$ cat src/rtl/char_pkg.sv
// Shared constants, pipeline control record and helpers for the text-mode
// character pixel pipeline feeding char_rom.
package char_pkg;

  localparam int GLYPH_W = 16;
  localparam int GLYPH_H = 16;
  localparam int CODE_W  = 7;
  localparam int GX_W    = $clog2(GLYPH_W);
  localparam int GY_W    = $clog2(GLYPH_H);
  localparam int ROM_AW  = CODE_W + GY_W;
  localparam int RGB_W   = 24;

  // Per-pixel side information travelling alongside the glyph fetch.
  typedef struct packed {
    logic oob;
    logic cur_hit;
    logic active;
  } pix_ctl_t;

  function automatic logic [ROM_AW-1:0] char_rom_addr(
    input logic [CODE_W-1:0] code,
    input logic [GY_W-1:0]   row
  );
    return {code, row};
  endfunction

  // Blanking forces black; cells outside the text grid always show background.
  function automatic logic [RGB_W-1:0] pix_colour(
    input pix_ctl_t         ctl,
    input logic             lit,
    input logic [RGB_W-1:0] fg,
    input logic [RGB_W-1:0] bg
  );
    logic [RGB_W-1:0] colour;
    if (!ctl.active) begin
      colour = 24'h000000;
    end else if (ctl.oob) begin
      colour = bg;
    end else if (lit) begin
      colour = fg;
    end else begin
      colour = bg;
    end
    return colour;
  endfunction

endpackage

$ cat src/rtl/pipe_delay.sv
// Reset-to-zero shift register used to keep syncs and per-pixel side data
// aligned with the text buffer and glyph ROM read latencies.
module pipe_delay #(
  parameter int WIDTH = 1,
  parameter int DEPTH = 1
) (
  input  logic             pix_clk,
  input  logic             rst_n,
  input  logic [WIDTH-1:0] din,
  output logic [WIDTH-1:0] dout
);

  logic [WIDTH-1:0] stage_r [DEPTH];

  // Shift chain, cleared by reset so no stale data survives a mid-frame reset.
  always_ff @(posedge pix_clk) begin
    if (!rst_n) begin
      for (int i = 0; i < DEPTH; i++) begin
        stage_r[i] <= {WIDTH{1'b0}};
      end
    end else begin
      stage_r[0] <= din;
      for (int i = 1; i < DEPTH; i++) begin
        stage_r[i] <= stage_r[i-1];
      end
    end
  end

  assign dout = stage_r[DEPTH-1];

endmodule

$ cat src/rtl/char_pixel_gen.sv
// Text-mode pixel generator: timing counters -> text buffer address -> char_rom
// address -> serialised glyph pixel, with a blinking inverse-video cursor.
module char_pixel_gen
  import char_pkg::*;
#(
  parameter int          TEXT_COLS    = 80,
  parameter int          TEXT_ROWS    = 45,
  parameter logic [23:0] FG_RGB       = 24'hFFFFFF,
  parameter logic [23:0] BG_RGB       = 24'h000000,
  parameter int          BLINK_FRAMES = 30
) (
  input  logic        pix_clk,
  input  logic        rst_n,
  input  logic [11:0] hcount,
  input  logic [11:0] vcount,
  input  logic        active_in,
  input  logic        hsync_in,
  input  logic        vsync_in,
  input  logic [6:0]  cursor_col,
  input  logic [5:0]  cursor_row,
  input  logic        cursor_en,
  output logic [11:0] text_addr,
  input  logic [7:0]  text_data,
  output logic [10:0] rom_addr,
  input  logic [15:0] rom_data,
  output logic [23:0] rgb,
  output logic        active_out,
  output logic        hsync_out,
  output logic        vsync_out
);

  localparam logic [7:0] COLS_L     = 8'(TEXT_COLS);
  localparam logic [7:0] ROWS_L     = 8'(TEXT_ROWS);
  localparam logic [5:0] BLINK_LAST = 6'(BLINK_FRAMES - 1);

  logic [7:0]      col_s;
  logic [7:0]      row_s;
  logic            oob_s;
  logic            cur_hit_s;
  logic [11:0]     lin_addr_s;
  logic [11:0]     text_addr_r;
  pix_ctl_t        ctl_s;
  pix_ctl_t        ctl3_s;
  logic [GX_W-1:0] gx3_s;
  logic [GY_W-1:0] gy2_s;
  logic            inv3_s;
  logic            lit_s;
  logic [23:0]     rgb_r;
  logic            vsync_prev_r;
  logic            vsync_rise_s;
  logic [5:0]      frame_cnt_r;
  logic            blink_on_r;

  assign col_s      = hcount[11:4];
  assign row_s      = vcount[11:4];
  assign oob_s      = (col_s >= COLS_L) | (row_s >= ROWS_L);
  assign lin_addr_s = 12'(row_s) * 12'(TEXT_COLS) + 12'(col_s);
  assign cur_hit_s  = cursor_en & blink_on_r & ~oob_s
                    & (col_s == {1'b0, cursor_col})
                    & (row_s == {2'b00, cursor_row});
  assign ctl_s      = {oob_s, cur_hit_s, active_in};

  // Stage 1: text buffer address; out-of-grid cells park on address 0.
  always_ff @(posedge pix_clk) begin
    if (!rst_n) begin
      text_addr_r <= 12'h000;
    end else if (oob_s) begin
      text_addr_r <= 12'h000;
    end else begin
      text_addr_r <= lin_addr_s;
    end
  end

  assign text_addr = text_addr_r;

  // Glyph row must line up with text_data, one stage behind the address.
  pipe_delay #(.WIDTH(GY_W), .DEPTH(2)) u_gy_dly (
    .pix_clk (pix_clk),
    .rst_n   (rst_n),
    .din     (vcount[3:0]),
    .dout    (gy2_s)
  );

  assign rom_addr = char_rom_addr(text_data[6:0], gy2_s);

  // Inverse flag is captured while char_rom looks up the same character.
  pipe_delay #(.WIDTH(1), .DEPTH(1)) u_inv_dly (
    .pix_clk (pix_clk),
    .rst_n   (rst_n),
    .din     (text_data[7]),
    .dout    (inv3_s)
  );

  pipe_delay #(.WIDTH(GX_W), .DEPTH(3)) u_gx_dly (
    .pix_clk (pix_clk),
    .rst_n   (rst_n),
    .din     (hcount[3:0]),
    .dout    (gx3_s)
  );

  pipe_delay #(.WIDTH($bits(pix_ctl_t)), .DEPTH(3)) u_ctl_dly (
    .pix_clk (pix_clk),
    .rst_n   (rst_n),
    .din     (ctl_s),
    .dout    (ctl3_s)
  );

  pipe_delay #(.WIDTH(3), .DEPTH(4)) u_sync_dly (
    .pix_clk (pix_clk),
    .rst_n   (rst_n),
    .din     ({active_in, hsync_in, vsync_in}),
    .dout    ({active_out, hsync_out, vsync_out})
  );

  // Bit 15 is the leftmost pixel, so the bit index is 15 - gx, i.e. ~gx.
  assign lit_s = rom_data[~gx3_s] ^ inv3_s ^ ctl3_s.cur_hit;

  // Stage 4: registered pixel colour.
  always_ff @(posedge pix_clk) begin
    if (!rst_n) begin
      rgb_r <= 24'h000000;
    end else begin
      rgb_r <= pix_colour(ctl3_s, lit_s, FG_RGB, BG_RGB);
    end
  end

  assign rgb = rgb_r;

  assign vsync_rise_s = vsync_in & ~vsync_prev_r;

  // Cursor blink: count frames on vsync rising edges, toggle on wrap.
  always_ff @(posedge pix_clk) begin
    if (!rst_n) begin
      vsync_prev_r <= 1'b0;
      frame_cnt_r  <= 6'd0;
      blink_on_r   <= 1'b1;
    end else begin
      vsync_prev_r <= vsync_in;
      if (vsync_rise_s) begin
        if (frame_cnt_r == BLINK_LAST) begin
          frame_cnt_r <= 6'd0;
          blink_on_r  <= ~blink_on_r;
        end else begin
          frame_cnt_r <= frame_cnt_r + 6'd1;
          blink_on_r  <= blink_on_r;
        end
      end else begin
        frame_cnt_r <= frame_cnt_r;
        blink_on_r  <= blink_on_r;
      end
    end
  end

endmodule

$ cat config.mk
export PLATFORM = sky130hd
export DESIGN_NAME = char_pixel_gen
export DESIGN_NICKNAME = d
export VERILOG_FILES = /design/src/rtl/char_pkg.sv /design/src/rtl/pipe_delay.sv /design/src/rtl/char_pixel_gen.sv
export SDC_FILE = /design/constraint.sdc
export NUM_CORES = 1
export LEC_CHECK = 0
export CAP_MARGIN = 30
export CELL_PAD_IN_SITES_DETAIL_PLACEMENT = 1
export CELL_PAD_IN_SITES_GLOBAL_PLACEMENT = 1
export CORE_MARGIN = 2
export CORE_UTILIZATION = 30
export DETAILED_ROUTE_END_ITERATION = 10
export GPL_TIMING_DRIVEN = 0
export PLACE_DENSITY = 0.75
export SLEW_MARGIN = 5
export SYNTH_ARGS = -nofsm -noshare
export SYNTH_HDL_FRONTEND = slang
export SYNTH_SLANG_ARGS = --single-unit
$ cat constraint.sdc
create_clock -name pix_clk -period 5.34 [get_ports pix_clk]
set_input_delay 1.602 -clock pix_clk [delete_from_list [all_inputs] [get_ports pix_clk]]
set_output_delay 1.602 -clock pix_clk [all_outputs]
set_load 0.05 [all_outputs]
* Yosys cells after proc, flatten, opt, wreduce, memory -nomap -nowiden *
Memory sizes are Yosys's and may differ from the RTL's.
Cells that the tools add are included.

operators by class
  add/subtract/negate cells = 2
  multipliers = 1
  order comparisons = 3
  equal/unequal tests = 3
  muxes and demuxes = 20
  bitwise logic cells = 26
  reduce and logical (&&, ||, !) cells = 4

operators by type and width
  kind                                                                                  count
  24-bit 2-to-1 mux                                                                     1
  3-bit 2-to-1 mux                                                                      7
  4-bit 2-to-1 mux                                                                      5
  1-bit bitwise OR                                                                      13
  12-bit by 8-bit adder with 12-bit output                                              1
  8-bit by 6-bit == test with 1-bit output                                              1
  8-bit by 7-bit == test with 1-bit output                                              1
  8-bit by 6-bit greater-or-equal comparator with 1-bit output (second input constant)  1
  8-bit by 7-bit greater-or-equal comparator with 1-bit output (second input constant)  1
  8-bit by 3-bit multiplier with 8-bit output (second input constant)                   1
  6-bit by 1-bit adder with 6-bit output (second input constant)                        1
  6-bit by 5-bit == test with 1-bit output (second input constant)                      1
  6-bit 2-to-1 mux                                                                      1
  1-bit bitwise AND                                                                     5
  4-bit by 5-bit < comparator with 1-bit output (second input constant)                 1
  1-bit 2-to-1 mux                                                                      5
  1-bit inverter                                                                        5
  1-bit binary-select mux with 4-bit select                                             1
  4-bit inverter                                                                        1
  3-bit OR reduction                                                                    1
  2-bit AND reduction                                                                   1
  2-bit OR reduction                                                                    1
  1-bit XOR                                                                             2
  1-bit OR reduction                                                                    1

storage, ports and cells
  bits in registers = 44
  RAM bits = 42
  bits of input ports = 67
  memories kept = 5

memories
  memory              depth  bits a word  rd ports  clocked after Yosys merged registers in  wr ports  line              text
  u_gx_dly.stage_r    3      4            3         0                                        3         pipe_delay.sv:13  logic [WIDTH-1:0] stage_r [DEPTH];
  u_sync_dly.stage_r  4      3            4         0                                        4         pipe_delay.sv:13
  u_ctl_dly.stage_r   3      3            3         0                                        3         pipe_delay.sv:13
  u_gy_dly.stage_r    2      4            2         0                                        2         pipe_delay.sv:13
  u_inv_dly.stage_r   1      1            1         0                                        1         pipe_delay.sv:13

* Depth between registers and ports, before layout *
  word-level depth = 7
  gate-level depth with buffers = 8
  depth with buffers taken out = 8

* By module *
Synthesis repeated with hierarchy kept, for this count alone.

second synthesis, totals
  cells, all modules = 274
  area total of the unflattened synthesis = 2,881.5 um^2

by module, submodules not included
  module                    times used  cells each  area an instance (um^2)  seq. area each (um^2)
  char_pixel_gen            1           177         1,652.8                  420.4
  pipe_delay at u_gx_dly    1           29          366.6                    240.2
  pipe_delay at u_sync_dly  1           25          336.6                    240.2
  pipe_delay at u_ctl_dly   1           21          259.0                    180.2
  pipe_delay at u_gy_dly    1           20          240.2                    160.2
  pipe_delay at u_inv_dly   1           2           26.3                     20.0

* Worst setup path before layout *
OpenSTA, ideal clock, no wires.

  path type = input to output
  from = in text_data[6]
  to = out rom_addr[10]
  data arrival time = 1.772 ns
  required time = 3.738 ns
  path slack = 1.966 ns
  cell stages on the path = 1
  cell sequence = buf_4

RTL lines
  element      line                  text
  from (decl)  char_pixel_gen.sv:23  input logic [7:0] text_data,
  to (decl)    char_pixel_gen.sv:24  output logic [10:0] rom_addr,

No word-level cell between the ends.

* Worst setup path in the final report *
  from = in text_data[0]
  to = out rom_addr[4]

No word-level cell between the ends.

==> metrics.txt <==
Via density 4.391; cts bufs inserted 9; kind of critical path in -> out; commonest non-fill, non-tap cell in the layout clkdlybuf4s50_1; Synth area leader dfxtp_1; P per Cell Area 246.1 nW/µm²; CTS tree built; Post-Layout Inst Area 4061 µm²; vias in the first global route 2,246; Seq/Total Area, Yosys 44.11%; dpl cell area 3894 µm²; via count 2,143; Yosys warning total 0; crit path cell chain buf_4, clkdlybuf4s50_1; Least-Margin Pin Slew 717.8 ps; critical path's largest stage delay 780 ps; HP Class reg -> reg; die span in y 98.48 µm; Routability Congestion 0.7093; post-detail-place hpwl 4991 µm; most frequent cells in the layout 108 x clkdlybuf4s50_1, 59 x dfxtp_1, 37 x and2_1, 34 x buf_4, 18 x xnor2_1; largest net degree at the start of global routing 25; crit share post-route 76.13%; Post-CTS Setup Bufs 0; flop-to-flop setup slack 3650 ps; Slew HR 52.08%; most common flop cell mapped by yosys dfxtp_1; RSZ-0062 raised after global routing no; die width 98.48 µm; GRT Util Overall 13.30%; Layout Skew 4.441 ps; Core Region 8678 µm²; DRC Markers 0; Max Fanout on Critical Path 1; syn_nets 341; die area 9697 µm²; Hold Violations, Final 0; Yosys top cell area share 44.11%; Root Driver clkbuf_8; clk buf depth 2; Syn Inst Count 257; Hold Buf Count CTS 0; num ports 117; P_leak 0.001687 µW; remaining global-route overflow 0; FP Rows 34; DRT iter0 DRCs 22; Setup TNS 0 ps; Setup-failing EPs final 0; P&R area growth vs syn 51.68%; slowest CP cell clkdlybuf4s50_1; Clk pin slew, worst setup/hold paths 60 ps; Post-Syn Area per Cell 10.42 µm²; crit path launch type input port; antenna violations before repair 0; share of cells above drive strength 1 13.68%; Routed WL per cell 12.48 µm; DRT Pass-1 Iters 4; maximum VDD drop 0.0001067 V; Mapped Area 2678 µm²; max cap viols 0; delay-heaviest family, CP buffers and inverters; Antenna diodes 0; nets@finish 460; initial core utilization 30.85%; Worst Path Arrival 2460 ps; ys async rst share 0%; first-pass GRT wire length 10,200 µm; CTS Sinks 59; WP buf/inv 2; final WL 6090 µm; IO Port Bufs 108; post-CTS sizing 0; Period minus WS final 4065 ps; flops & latches, synth 59; status completed; Post-synth EDFFs 0; CTS H-tree depth 3; clock latency on the worst-skew pair 330 ps; CP endpoint kind primary output; Netlist cell types 30; Routed Antenna Nets 0; Final Slew Violations 0; Fmax achieved 0.2460 GHz; CP required 3740 ps; Area contributors post-synth dfxtp_1 44%, buf_4 9.5%, and2_1 8.6%
==> power by group <==
group | switching [µW] | internal, µW
clock network | 168 | 175
logic | 92.1 | 105
registers | 5.45 | 454
total | 265 | 734
==> cell usage after synthesis (2+ instances only) <==
cell,number
a211oi_1,3
a21o_1,2
a21oi_1,5
and2_1,37
and3_1,6
buf_4,34
clkbuf_1,6
dfxtp_1,59
fa_1,2
ha_1,15
inv_1,6
mux2i_1,3
mux4_1,4
nand2_1,5
nand3_1,3
nand4_1,4
nor2_1,12
nor2b_1,5
nor3_1,4
nor4_1,2
o21ai_0,5
xnor2_1,18
xor2_1,10
==> state kept, by name (all words and copies together) (netlist names) <==
register and cells:
frame_cnt_r 6, u_gx_dly.stage_r 12, u_inv_dly.stage_r 1, text_addr 12, u_ctl_dly.stage_r 6, blink_on_r 1
u_sync_dly.stage_r 12, u_gy_dly.stage_r 8, rgb 1
==> metal layers <==
| metal | routed length [µm] | global-route usage [%] | vias up | part of all wire (%) |
|---|---|---|---|---|
| li1 | - | - | 1060 | - |
| met1 | 2367 | 14.13 | 977 | 39 |
| met2 | 3034 | 23.13 | 93 | 50 |
| met3 | 535 | 4.113 | 13 | 8.8 |
| met4 | 153 | 7.903 | 0 | 2.5 |
| met5 | 0 | 0 | - | 0 |
==> kinds of logic after synthesis <==
logic type      count (synthesis)  share of synthesized area, %
xor+xnor                       28                         9.159
mux                             7                         5.047
flops                          59                         44.11
fa+ha+maj                      17                         8.505
compound gates                 16                         3.644
simple gates                   84                         18.32
buf+inv                        46                         11.21
==> area by class of cell <==
class | count | area (µm²)
tap | 108 | 135.1
multi-input combinational | 152 | 1196
clock inverter | 5 | 30.03
sequential | 59 | 1181
fill | 978 | 4617
clock buffer | 10 | 137.6
inverter | 6 | 22.52
buffer | 40 | 277.8
timing repair buffer | 108 | 1081
==> through the flow <==
stage	power [µW]	hold WS (ps)	setup WS (ps)	util (%)	instances
CTS	1016	412.7	1270	46.80	488
detailed placement	668.3	396.9	1101	44.87	473
finish	999.3	407.7	1275	46.80	488
floorplan	585.2	389.8	1966	-	257
global route	1056	422.9	1250	46.80	488
global placement	661.8	393.9	1148	44.87	473
==> worst paths after layout <==
path	end	from	cells after the start
setup / recovery	rom_addr[4]	text_data[0]	2
hold / removal	rgb[22]	u_ctl_dly.stage_r[0][8]	1
setup reg to reg	rgb[22]	u_gx_dly.stage_r[0][8]	5
hold reg to reg	rgb[22]	u_ctl_dly.stage_r[0][8]	1
Note: power is estimated with default switching activity, not from simulation.
